$ cat src/rtl/proc_trace_pkg.sv
// Shared types for the processor trace monitor: FSM state, trace entry layout, default widths.
// Latency: n/a (declarations only).
// Backpressure: n/a.
package proc_trace_pkg;

  localparam int DEF_DATA_W = 32;
  localparam int DEF_REG_W  = 5;
  localparam int DEF_TS_W   = 16;

  typedef enum logic {
    RUN  = 1'b0,
    DONE = 1'b1
  } state_t;

  // Trace entry at the default widths, ordered {ts, reg, data} from MSB down.
  // The monitor uses an identically ordered local struct built from its own parameters.
  typedef struct packed {
    logic [DEF_TS_W-1:0]   ts;
    logic [DEF_REG_W-1:0]  wreg;
    logic [DEF_DATA_W-1:0] data;
  } trace_entry_t;

endpackage

$ cat src/rtl/proc_trace_monitor_if.sv
// Bundle of regfile tap, trace drain port and check request/result port.
// Latency: n/a (wires only).
// Backpressure: trc_valid/trc_ready and chk_valid/chk_ready handshakes.
// master = processor/bench side, slave = monitor side.
interface proc_trace_monitor_if
  import proc_trace_pkg::*;
#(
  parameter int DATA_W      = DEF_DATA_W,
  parameter int REG_W       = DEF_REG_W,
  parameter int TS_W        = DEF_TS_W,
  parameter int ERR_W       = 8,
  parameter int TRACE_DEPTH = 16
);
  localparam int CNT_W = $clog2(TRACE_DEPTH) + 1;

  logic              wb_we;
  logic [REG_W-1:0]  wb_reg;
  logic [DATA_W-1:0] wb_data;

  logic              trc_valid;
  logic              trc_ready;
  logic [TS_W-1:0]   trc_ts;
  logic [REG_W-1:0]  trc_reg;
  logic [DATA_W-1:0] trc_data;
  logic [CNT_W-1:0]  trc_count;
  logic              overflow;

  logic              chk_valid;
  logic              chk_ready;
  logic [REG_W-1:0]  chk_reg;
  logic [DATA_W-1:0] chk_expected;

  logic              res_valid;
  logic              res_pass;
  logic [DATA_W-1:0] res_actual;
  logic [ERR_W-1:0]  error_count;
  logic              done;
  logic [TS_W-1:0]   cycle_count;

  modport master (
    output wb_we, wb_reg, wb_data, trc_ready, chk_valid, chk_reg, chk_expected,
    input  trc_valid, trc_ts, trc_reg, trc_data, trc_count, overflow,
           chk_ready, res_valid, res_pass, res_actual, error_count, done, cycle_count
  );

  modport slave (
    input  wb_we, wb_reg, wb_data, trc_ready, chk_valid, chk_reg, chk_expected,
    output trc_valid, trc_ts, trc_reg, trc_data, trc_count, overflow,
           chk_ready, res_valid, res_pass, res_actual, error_count, done, cycle_count
  );

endinterface

$ cat src/rtl/proc_trace_monitor_trace_fifo.sv
// First-word fall-through synchronous FIFO; head is visible the cycle after the first push.
// Latency: 1 cycle push-to-head; pop takes effect at the clock edge.
// Backpressure: push on full is dropped unless a pop occurs in the same cycle.
// Ports: clock/reset, push/din, pop/dout (zero when empty), empty, full, count.
module trace_fifo #(
  parameter int WIDTH = 8,
  parameter int DEPTH = 4
) (
  input  logic                       clock,
  input  logic                       reset,
  input  logic                       push,
  input  logic [WIDTH-1:0]           din,
  input  logic                       pop,
  output logic [WIDTH-1:0]           dout,
  output logic                       empty,
  output logic                       full,
  output logic [$clog2(DEPTH):0]     count
);
  localparam int AW = $clog2(DEPTH);
  localparam int CW = AW + 1;

  logic [WIDTH-1:0] mem [DEPTH];
  logic [AW-1:0]    wr_ptr, rd_ptr;
  logic             do_push, do_pop;

  assign empty   = (count == '0);
  assign full    = (count == CW'(DEPTH));
  assign do_pop  = pop && !empty;
  // A pop frees the slot the push needs, so full+push+pop is lossless.
  assign do_push = push && (!full || do_pop);
  assign dout    = empty ? '0 : mem[rd_ptr];

  always_ff @(posedge clock) begin
    if (do_push) mem[wr_ptr] <= din;
  end

  always_ff @(posedge clock or negedge reset) begin
    if (!reset) begin
      wr_ptr <= '0;
      rd_ptr <= '0;
      count  <= '0;
    end else begin
      if (do_push) wr_ptr <= wr_ptr + AW'(1);
      if (do_pop)  rd_ptr <= rd_ptr + AW'(1);
      case ({do_push, do_pop})
        2'b10:   count <= count + CW'(1);
        2'b01:   count <= count - CW'(1);
        default: count <= count;
      endcase
    end
  end

endmodule

$ cat src/rtl/proc_trace_monitor.sv
// Regfile write-port monitor: shadows writes and timestamps them into a trace FIFO for
// CYCLE_LIMIT cycles, then answers expected-value checks with a saturating error count.
// Latency: trace head 1 cycle after the write; check result 1 cycle after accept.
// Backpressure: writes dropped (overflow sticky) when trace full; checks stalled until done.
// Ports: clock, reset (async active-low), bus (tap, trace drain, check request/result).
module proc_trace_monitor
  import proc_trace_pkg::*;
#(
  parameter int CYCLE_LIMIT = 1000,
  parameter int TRACE_DEPTH = 16,
  parameter int DATA_W      = DEF_DATA_W,
  parameter int REG_W       = DEF_REG_W,
  parameter int TS_W        = DEF_TS_W,
  parameter int ERR_W       = 8
) (
  input logic                  clock,
  input logic                  reset,
  proc_trace_monitor_if.slave  bus
);
  localparam int NREG = 2 ** REG_W;

  typedef struct packed {
    logic [TS_W-1:0]   ts;
    logic [REG_W-1:0]  wreg;
    logic [DATA_W-1:0] data;
  } entry_t;

  state_t            state, state_nxt;
  logic              capture, accept, fifo_full, fifo_empty;
  logic [TS_W-1:0]   cycle_count;
  logic [DATA_W-1:0] shadow [NREG];
  logic [DATA_W-1:0] shadow_rd;
  entry_t            push_ent, head_ent;
  logic              overflow, res_valid, res_pass;
  logic [DATA_W-1:0] res_actual;
  logic [ERR_W-1:0]  error_count;

  always_ff @(posedge clock or negedge reset) begin
    if (!reset) state <= RUN;
    else        state <= state_nxt;
  end

  always_comb begin
    state_nxt = state;
    capture   = 1'b0;
    case (state)
      RUN: begin
        // r0 is hardwired zero in the processor, so its writes are not events.
        capture = bus.wb_we && (bus.wb_reg != '0);
        if (cycle_count == TS_W'(CYCLE_LIMIT - 1)) state_nxt = DONE;
      end
      DONE:    state_nxt = DONE;
      default: state_nxt = RUN;
    endcase
  end

  // Counts only in RUN, so it freezes at CYCLE_LIMIT on entering DONE.
  always_ff @(posedge clock or negedge reset) begin
    if (!reset)             cycle_count <= '0;
    else if (state == RUN)  cycle_count <= cycle_count + TS_W'(1);
  end

  always_ff @(posedge clock or negedge reset) begin
    if (!reset) begin
      for (int i = 0; i < NREG; i++) shadow[i] <= '0;
    end else if (capture) begin
      shadow[bus.wb_reg] <= bus.wb_data;
    end
  end

  assign push_ent = '{ts: cycle_count, wreg: bus.wb_reg, data: bus.wb_data};

  trace_fifo #(
    .WIDTH ($bits(entry_t)),
    .DEPTH (TRACE_DEPTH)
  ) u_fifo (
    .clock (clock),
    .reset (reset),
    .push  (capture),
    .din   (push_ent),
    .pop   (bus.trc_ready),
    .dout  (head_ent),
    .empty (fifo_empty),
    .full  (fifo_full),
    .count (bus.trc_count)
  );

  // When full, trc_valid is high, so trc_ready alone means a pop happens.
  always_ff @(posedge clock or negedge reset) begin
    if (!reset)                                      overflow <= 1'b0;
    else if (capture && fifo_full && !bus.trc_ready) overflow <= 1'b1;
  end

  assign accept    = bus.chk_valid && (state == DONE);
  assign shadow_rd = shadow[bus.chk_reg];

  always_ff @(posedge clock or negedge reset) begin
    if (!reset) begin
      res_valid   <= 1'b0;
      res_pass    <= 1'b0;
      res_actual  <= '0;
      error_count <= '0;
    end else begin
      res_valid <= accept;
      if (accept) begin
        res_actual <= shadow_rd;
        res_pass   <= (shadow_rd == bus.chk_expected);
        if ((shadow_rd != bus.chk_expected) && (error_count != '1))
          error_count <= error_count + ERR_W'(1);
      end
    end
  end

  assign bus.trc_valid   = !fifo_empty;
  assign bus.trc_ts      = head_ent.ts;
  assign bus.trc_reg     = head_ent.wreg;
  assign bus.trc_data    = head_ent.data;
  assign bus.overflow    = overflow;
  assign bus.chk_ready   = (state == DONE);
  assign bus.res_valid   = res_valid;
  assign bus.res_pass    = res_pass;
  assign bus.res_actual  = res_actual;
  assign bus.error_count = error_count;
  assign bus.done        = (state == DONE);
  assign bus.cycle_count = cycle_count;

endmodule

$ cat src/flat_wrapper.sv
// flat-port wrapper written by rule: the top's interface ports become plain ports
module proc_trace_monitor_flat import proc_trace_pkg::*;
#(
  parameter int CYCLE_LIMIT = 1000,
  parameter int TRACE_DEPTH = 16,
  parameter int DATA_W      = DEF_DATA_W,
  parameter int REG_W       = DEF_REG_W,
  parameter int TS_W        = DEF_TS_W,
  parameter int ERR_W       = 8
)
  (clock, reset, bus_wb_we, bus_wb_reg, bus_wb_data, bus_trc_ready, bus_chk_valid, bus_chk_reg, bus_chk_expected, bus_trc_valid, bus_trc_ts, bus_trc_reg, bus_trc_data, bus_trc_count, bus_overflow, bus_chk_ready, bus_res_valid, bus_res_pass, bus_res_actual, bus_error_count, bus_done, bus_cycle_count);
  proc_trace_monitor_if #(.DATA_W(DATA_W), .REG_W(REG_W), .TS_W(TS_W), .ERR_W(ERR_W), .TRACE_DEPTH(TRACE_DEPTH)) bus_i ();
  input logic clock;
  input logic reset;
  input wire logic [$bits(bus_i.wb_we)-1:0] bus_wb_we;
  input wire logic [$bits(bus_i.wb_reg)-1:0] bus_wb_reg;
  input wire logic [$bits(bus_i.wb_data)-1:0] bus_wb_data;
  input wire logic [$bits(bus_i.trc_ready)-1:0] bus_trc_ready;
  input wire logic [$bits(bus_i.chk_valid)-1:0] bus_chk_valid;
  input wire logic [$bits(bus_i.chk_reg)-1:0] bus_chk_reg;
  input wire logic [$bits(bus_i.chk_expected)-1:0] bus_chk_expected;
  output wire logic [$bits(bus_i.trc_valid)-1:0] bus_trc_valid;
  output wire logic [$bits(bus_i.trc_ts)-1:0] bus_trc_ts;
  output wire logic [$bits(bus_i.trc_reg)-1:0] bus_trc_reg;
  output wire logic [$bits(bus_i.trc_data)-1:0] bus_trc_data;
  output wire logic [$bits(bus_i.trc_count)-1:0] bus_trc_count;
  output wire logic [$bits(bus_i.overflow)-1:0] bus_overflow;
  output wire logic [$bits(bus_i.chk_ready)-1:0] bus_chk_ready;
  output wire logic [$bits(bus_i.res_valid)-1:0] bus_res_valid;
  output wire logic [$bits(bus_i.res_pass)-1:0] bus_res_pass;
  output wire logic [$bits(bus_i.res_actual)-1:0] bus_res_actual;
  output wire logic [$bits(bus_i.error_count)-1:0] bus_error_count;
  output wire logic [$bits(bus_i.done)-1:0] bus_done;
  output wire logic [$bits(bus_i.cycle_count)-1:0] bus_cycle_count;
  assign bus_i.wb_we = bus_wb_we;
  assign bus_i.wb_reg = bus_wb_reg;
  assign bus_i.wb_data = bus_wb_data;
  assign bus_i.trc_ready = bus_trc_ready;
  assign bus_i.chk_valid = bus_chk_valid;
  assign bus_i.chk_reg = bus_chk_reg;
  assign bus_i.chk_expected = bus_chk_expected;
  assign bus_trc_valid = bus_i.trc_valid;
  assign bus_trc_ts = bus_i.trc_ts;
  assign bus_trc_reg = bus_i.trc_reg;
  assign bus_trc_data = bus_i.trc_data;
  assign bus_trc_count = bus_i.trc_count;
  assign bus_overflow = bus_i.overflow;
  assign bus_chk_ready = bus_i.chk_ready;
  assign bus_res_valid = bus_i.res_valid;
  assign bus_res_pass = bus_i.res_pass;
  assign bus_res_actual = bus_i.res_actual;
  assign bus_error_count = bus_i.error_count;
  assign bus_done = bus_i.done;
  assign bus_cycle_count = bus_i.cycle_count;
  proc_trace_monitor #(.CYCLE_LIMIT(CYCLE_LIMIT), .TRACE_DEPTH(TRACE_DEPTH), .DATA_W(DATA_W), .REG_W(REG_W), .TS_W(TS_W), .ERR_W(ERR_W)) u_core (.clock(clock), .reset(reset), .bus(bus_i));
endmodule
$ cat config.mk
export PLATFORM = sky130hd
export DESIGN_NAME = proc_trace_monitor_flat
export DESIGN_NICKNAME = d
export VERILOG_FILES = /design/src/rtl/proc_trace_pkg.sv /design/src/rtl/proc_trace_monitor_if.sv /design/src/rtl/proc_trace_monitor_trace_fifo.sv /design/src/rtl/proc_trace_monitor.sv /design/src/flat_wrapper.sv
export SDC_FILE = /design/constraint.sdc
export NUM_CORES = 2
export LEC_CHECK = 0
export BUFFER_PORTS_ARGS = -buffer_cell sky130_fd_sc_hd__buf_4
export CAP_MARGIN = 20
export CORE_ASPECT_RATIO = 1.25
export CORE_MARGIN = 3
export CORE_UTILIZATION = 56
export CTS_CLUSTER_SIZE = 8
export DETAILED_ROUTE_END_ITERATION = 16
export PLACE_DENSITY = 0.75
export REMOVE_ABC_BUFFERS = 1
export SYNTH_ARGS = -nofsm -noshare
export SYNTH_HDL_FRONTEND = slang
export SYNTH_SLANG_ARGS = --single-unit
export TNS_END_PERCENT = 5
$ cat constraint.sdc
create_clock -name clock -period 5.99 [get_ports clock]
set_clock_uncertainty 0.05 [all_clocks]
set_input_delay 1.797 -clock clock [delete_from_list [all_inputs] [get_ports clock]]
set_output_delay 1.797 -clock clock [all_outputs]
set_load 0.03 [all_outputs]
* Word level (Yosys, flattened, before mapping)
Memories as Yosys holds them, arrays and structs flattened.
Index checks and enable logic that the tools add are counted.
** Storage, ports and cells
- Memory bits (writable) :: 848
- Bits of input ports :: 79
- Register bits after elaboration :: 1097
- Memories :: 1
** Memory list
- u_core.u_fifo.mem :: words 16, width 53, rd ports 1, clocked after Yosys merged registers in 0, write ports 1, RTL line proc_trace_monitor_trace_fifo.sv:22 : logic [WIDTH-1:0] mem [DEPTH];
** Operators by class
- Reductions and logical operators :: 16
- Bitwise operators :: 3
- Magnitude comparators :: 3
- Equal/unequal tests :: 7
- Add/sub/neg operators :: 6
- Mux-type cells :: 13
** Operators by type and width (count)
- 1024-bit bitwise mux :: 1
- 32-bit binary-select mux with 5-bit select :: 1
- 32-bit demux with 5-bit select :: 1
- 32-bit two-way mux :: 3
- 53-bit two-way mux :: 1
- 32-bit equality test :: 1
- 32-bit inequality test :: 1
- 16-bit by 1-bit adder with 16-bit output (second input constant) :: 1
- 16-bit by 10-bit equality test with 1-bit output (second input constant) :: 1
- 6-bit >= comparator (second input constant) :: 2
- 5-bit NOT with 6-bit output :: 2
- 5-bit case mux with 2 select lines :: 1
- 4-bit by 1-bit adder with 4-bit output (second input constant) :: 2
- 8-bit by 1-bit adder with 8-bit output (second input constant) :: 1
- 1-bit logical AND :: 8
- 8-bit inequality test (second input constant) :: 1
- 6-bit by 1-bit less-than comparator with 1-bit output (second input constant) :: 1
- 5-bit by 1-bit adder with 5-bit output (second input constant) :: 1
- 5-bit equality test (second input constant) :: 1
- 5-bit logical NOT :: 1
- 5-bit nonzero test :: 1
- 5-bit by 1-bit subtractor with 5-bit output (second input constant) :: 1
- 1-bit two-way mux :: 4
- 1-bit logical NOT :: 3
- other kinds (7) :: 7

* Longest topological paths before layout
- Depth after elaboration :: 7
- Gate-level depth with buffers :: 16
- Gate-level depth less buffers :: 11

* Modules after synthesis
From an unflattened synthesis, not the netlist that was laid out.
** Unflattened totals
- Cells, all modules :: 4823
- Area, all modules :: 82442.8 um2
** By module, submodules not included
- proc_trace_monitor :: sequential area each 27126.0 um2, cells an instance 3357, area an instance 49018.3 um2, times used 1
- trace_fifo :: sequential area each 25789.7 um2, cells an instance 1466, area an instance 33424.6 um2, times used 1

* Worst setup path after synthesis
No wires, ideal clock.
- Path type :: input to register
- Start point :: in bus_wb_we
- End point :: mem u_core.u_fifo.mem[3][0] in the netlist's numbering (enable)
- Data arrival time :: 6.315 ns
- Slack :: -0.904 ns
- Library setup time :: 0.529 ns
- Buffers on the path :: 1
- Required time :: 5.411 ns
- Cell stages on the path :: 5
- Path through :: nor2b_1 > and3_1 > clkbuf_1 > nand2_1 > nor3_1
** On the way
- Cells in the longest elaborated chain, start to end :: 5
** RTL lines
- start, declared :: RTL line flat_wrapper.sv:15 : input wire logic [$bits(bus_i.wb_we)-1:0] bus_wb_we;
- 1-bit logical AND :: RTL line proc_trace_monitor.sv:49 : capture = bus.wb_we && (bus.wb_reg != '0);
- 1-bit two-way mux :: RTL line proc_trace_monitor.sv:46 : case (state)
- 1-bit logical AND :: RTL line proc_trace_monitor_trace_fifo.sv:30 : assign do_push = push && (!full || do_pop);
- 1-bit two-way mux :: RTL line proc_trace_monitor_trace_fifo.sv:34 : if (do_push) mem[wr_ptr] <= din;
- 1-bit two-way mux (implied by the code) :: RTL line proc_trace_monitor_trace_fifo.sv:34
- end, declared :: RTL line proc_trace_monitor_trace_fifo.sv:22
Every way passes these cells.

* Worst setup path after layout
- Start point :: reg u_core.u_fifo.rd_ptr[0]
- End point :: out bus_trc_ts[12]
** On the way
- Cells in the longest elaborated chain, start to end :: 2
** RTL lines
- start, declared :: RTL line proc_trace_monitor_trace_fifo.sv:23 : logic [AW-1:0] wr_ptr, rd_ptr;
- start signal, assigned :: RTL line proc_trace_monitor_trace_fifo.sv:44 : if (do_pop) rd_ptr <= rd_ptr + AW'(1);
- memory read 16 x 53 bit
- 53-bit two-way mux :: RTL line proc_trace_monitor_trace_fifo.sv:31 : assign dout = empty ? '0 : mem[rd_ptr];
- end, declared :: RTL line flat_wrapper.sv:23 : output wire logic [$bits(bus_i.trc_ts)-1:0] bus_trc_ts;
Every way passes these cells.

==> run metrics <==
outcome completed; Syn Area/Cell 18.2 sq um; kind of critical path reg -> out; Starting Density 0.568; Worst-path clk slew 50 ps; ys async rst share 0.564; CTS tree done; post-CTS setup buffers 0; Cell Area, Synth 81,600 sq um; first-pass GRT wire length 317,000 um; CORE AREA 144,000 sq um; initial antenna violation count 4; drt first-iter violations 4,157; dpl hpwl 116,000 um; Clock Sinks 1,945; Final Setup Violations 0; Slew Limit Fails 0; H-tree level count 5; YS warnings 0; Hold WS 320 ps; DP Area 86,000 sq um; Routed Antenna Nets 0; Die Wd 347 um; Place WS 8.67 ps; Tot Pwr 40.3 mW; Pleak 37.3 nW; CP cell instances buf_12, buf_4, mux4_2, mux4_2, and2_1, buf_4; min-delay worst type reg -> reg; GPL Wtd Cong 0.802; Layout Nets 4,854; PD cells 429 nW/um^2; Yosys reg bits 1,945; row count 155; Root Driver clkbuf_16; Cell variety after synth 61; Worst R2R Setup Slack 1960 ps; Worst setup SP type register; Final Instance Area 93,900 sq um; final cell count without fillers 6,740; Top delay family on crit path multiplexers; crit path capture type primary output; Via Count 44,300; Max IR drop VDD 0.000300 V; Gate Count Post-Synth 4,493; Max Clk Rate 180 MHz; chip height 433 um; final critical-path share of the clock period 0.926; Worst Tran Pin Value 1020 ps; Slew HR 0.315; post-route minimum period 5540 ps; commonest non-fill, non-tap cell in the layout dfrtp_1; Slowest Stage Delay on Critical Path 690 ps; CP arrival 3700 ps; largest net degree at the start of global routing 111; CP Buf/Inv Count 3; wire per inst 31.7 um; deepest clock path buffer count 4; CP max-delay cell dfrtp_4; EDFF count, synth 848; vias in the first global route 47,000; vias per std cell 6.57; Hold Violations, Final 0; placed cell count 6,353; most frequent cells in the layout dfrtp_1 (1,093), mux2_2 (1,014), edfxtp_1 (848), mux4_2 (504), buf_4 (307); Area Growth Syn to Fin 15.1%; full die area 150,000 sq um; Post-Route WL 214,000 um; # DRC 0; post-CTS sizing 0; CP max FO 26; Max Cap Viol 0; RSZ-0062 raised after global routing false; clock latency at the later pin of the worst-skew pair 900 ps; Num CTS Buffers 293; fin util 0.653; Critical Path RT 4140 ps; port bufs 198; sequential area share after synthesis 0.649; setup TNS 0 ps; # IOs 199; layout cells sized above 1 0.464; Total Routing Usage GR 0.289; drt first pass iters 5; final worst slack 446 ps; most used flip-flop cell after synthesis dfrtp_1; GRT overflow 0; Post-CTS Hold Buffers 0
[worst paths after layout]
path                                                      from                               endpoint  cells past startpoint
max                        u_core.u_fifo.rd_ptr[0]$_DFFE_PN0N_                         bus_trc_ts[12]                      6
min                             u_core.shadow[998]$_DFFE_PN0P_         u_core.shadow[998]$_DFFE_PN0P_                      0
max reg2reg                      u_core.shadow[29]$_DFFE_PN0P_  u_core.bus.error_count[1]$_DFFE_PN0P_                     11
min reg2reg                     u_core.shadow[998]$_DFFE_PN0P_         u_core.shadow[998]$_DFFE_PN0P_                      0
max in group asynchronous                                reset         u_core.shadow[429]$_DFFE_PN0P_                      2
min in group asynchronous                                reset         u_core.shadow[906]$_DFFE_PN0P_                      1
[power by group]
part           switching [mW]  total, mW  leakage [nW]  internal [mW]
clock network            5.45       14.4          3.83           8.93
logic                    4.33       8.87          11.8           4.54
registers                1.14       17.1          21.6           15.9
total                    10.9       40.3          37.3           29.4
[metal layers]
layer  GRT usage  up-vias  part of all wire
met3      0.0520      470             0.069
met4       0.114        6             0.040
li1            -    17900                 -
met5           0        -           0.00019
met2       0.483     1963              0.51
met1       0.380    24000              0.39
[final cells by class]
| type | instances | area [sq um] |
|---|---|---|
| clock buffer | 378 | 7800 |
| antenna | 1 | 2.50 |
| sequential | 1945 | 52900 |
| multi-input combinational | 2153 | 27300 |
| inverter | 8 | 30.0 |
| fill | 9390 | 49800 |
| tap | 1884 | 2360 |
| clock inverter | 8 | 81.3 |
| timing repair buffer | 363 | 3400 |
[cell usage after synthesis, types with 22 or more instances]
library cell     n  area share
o22ai_1         34      0.0026
clkbuf_1       237       0.011
edfxtp_1       848        0.31
xor2_1          28      0.0030
nand3_1         25      0.0015
o21ai_0         22      0.0013
mux2_2        1014        0.14
buf_2           38      0.0023
a21oi_1         23      0.0014
buf_1           86      0.0040
and2_1          57      0.0044
mux4_2         504        0.14
buf_4           22      0.0020
xnor2_1         34      0.0036
nand2_1         99      0.0046
a22oi_1         34      0.0031
nor2_1          44      0.0020
mux2i_1         99       0.012
dfrtp_1       1097        0.34
[state kept, by name, indices dropped and copies added, names as in the netlist]
| name | flops |
|---|---|
| u_core.bus.cycle_count | 16 |
| u_core.u_fifo.mem | 848 |
| u_core.u_fifo.rd_ptr | 4 |
| u_core.bus.res_pass | 1 |
| u_core.bus.overflow | 1 |
| u_core.bus.res_actual | 32 |
| u_core.shadow | 1024 |
| u_core.u_fifo.count | 5 |
| u_core.u_fifo.wr_ptr | 4 |
| u_core.bus.error_count | 8 |
| u_core.bus.res_valid | 1 |
| u_core.bus.chk_ready | 1 |
[cell families after synthesis]
family / after synthesis / synth area share
AOI/OAI and AO/OA: 134 / 0.0106
buffers and inverters: 395 / 0.0201
adders and majority gates: 11 / 0.00178
xor gates and xnor gates: 62 / 0.00666
DFF: 1945 / 0.649
muxes: 1619 / 0.292
and+or+nand+nor: 327 / 0.0208
Power figures use the tool's default switching activity.
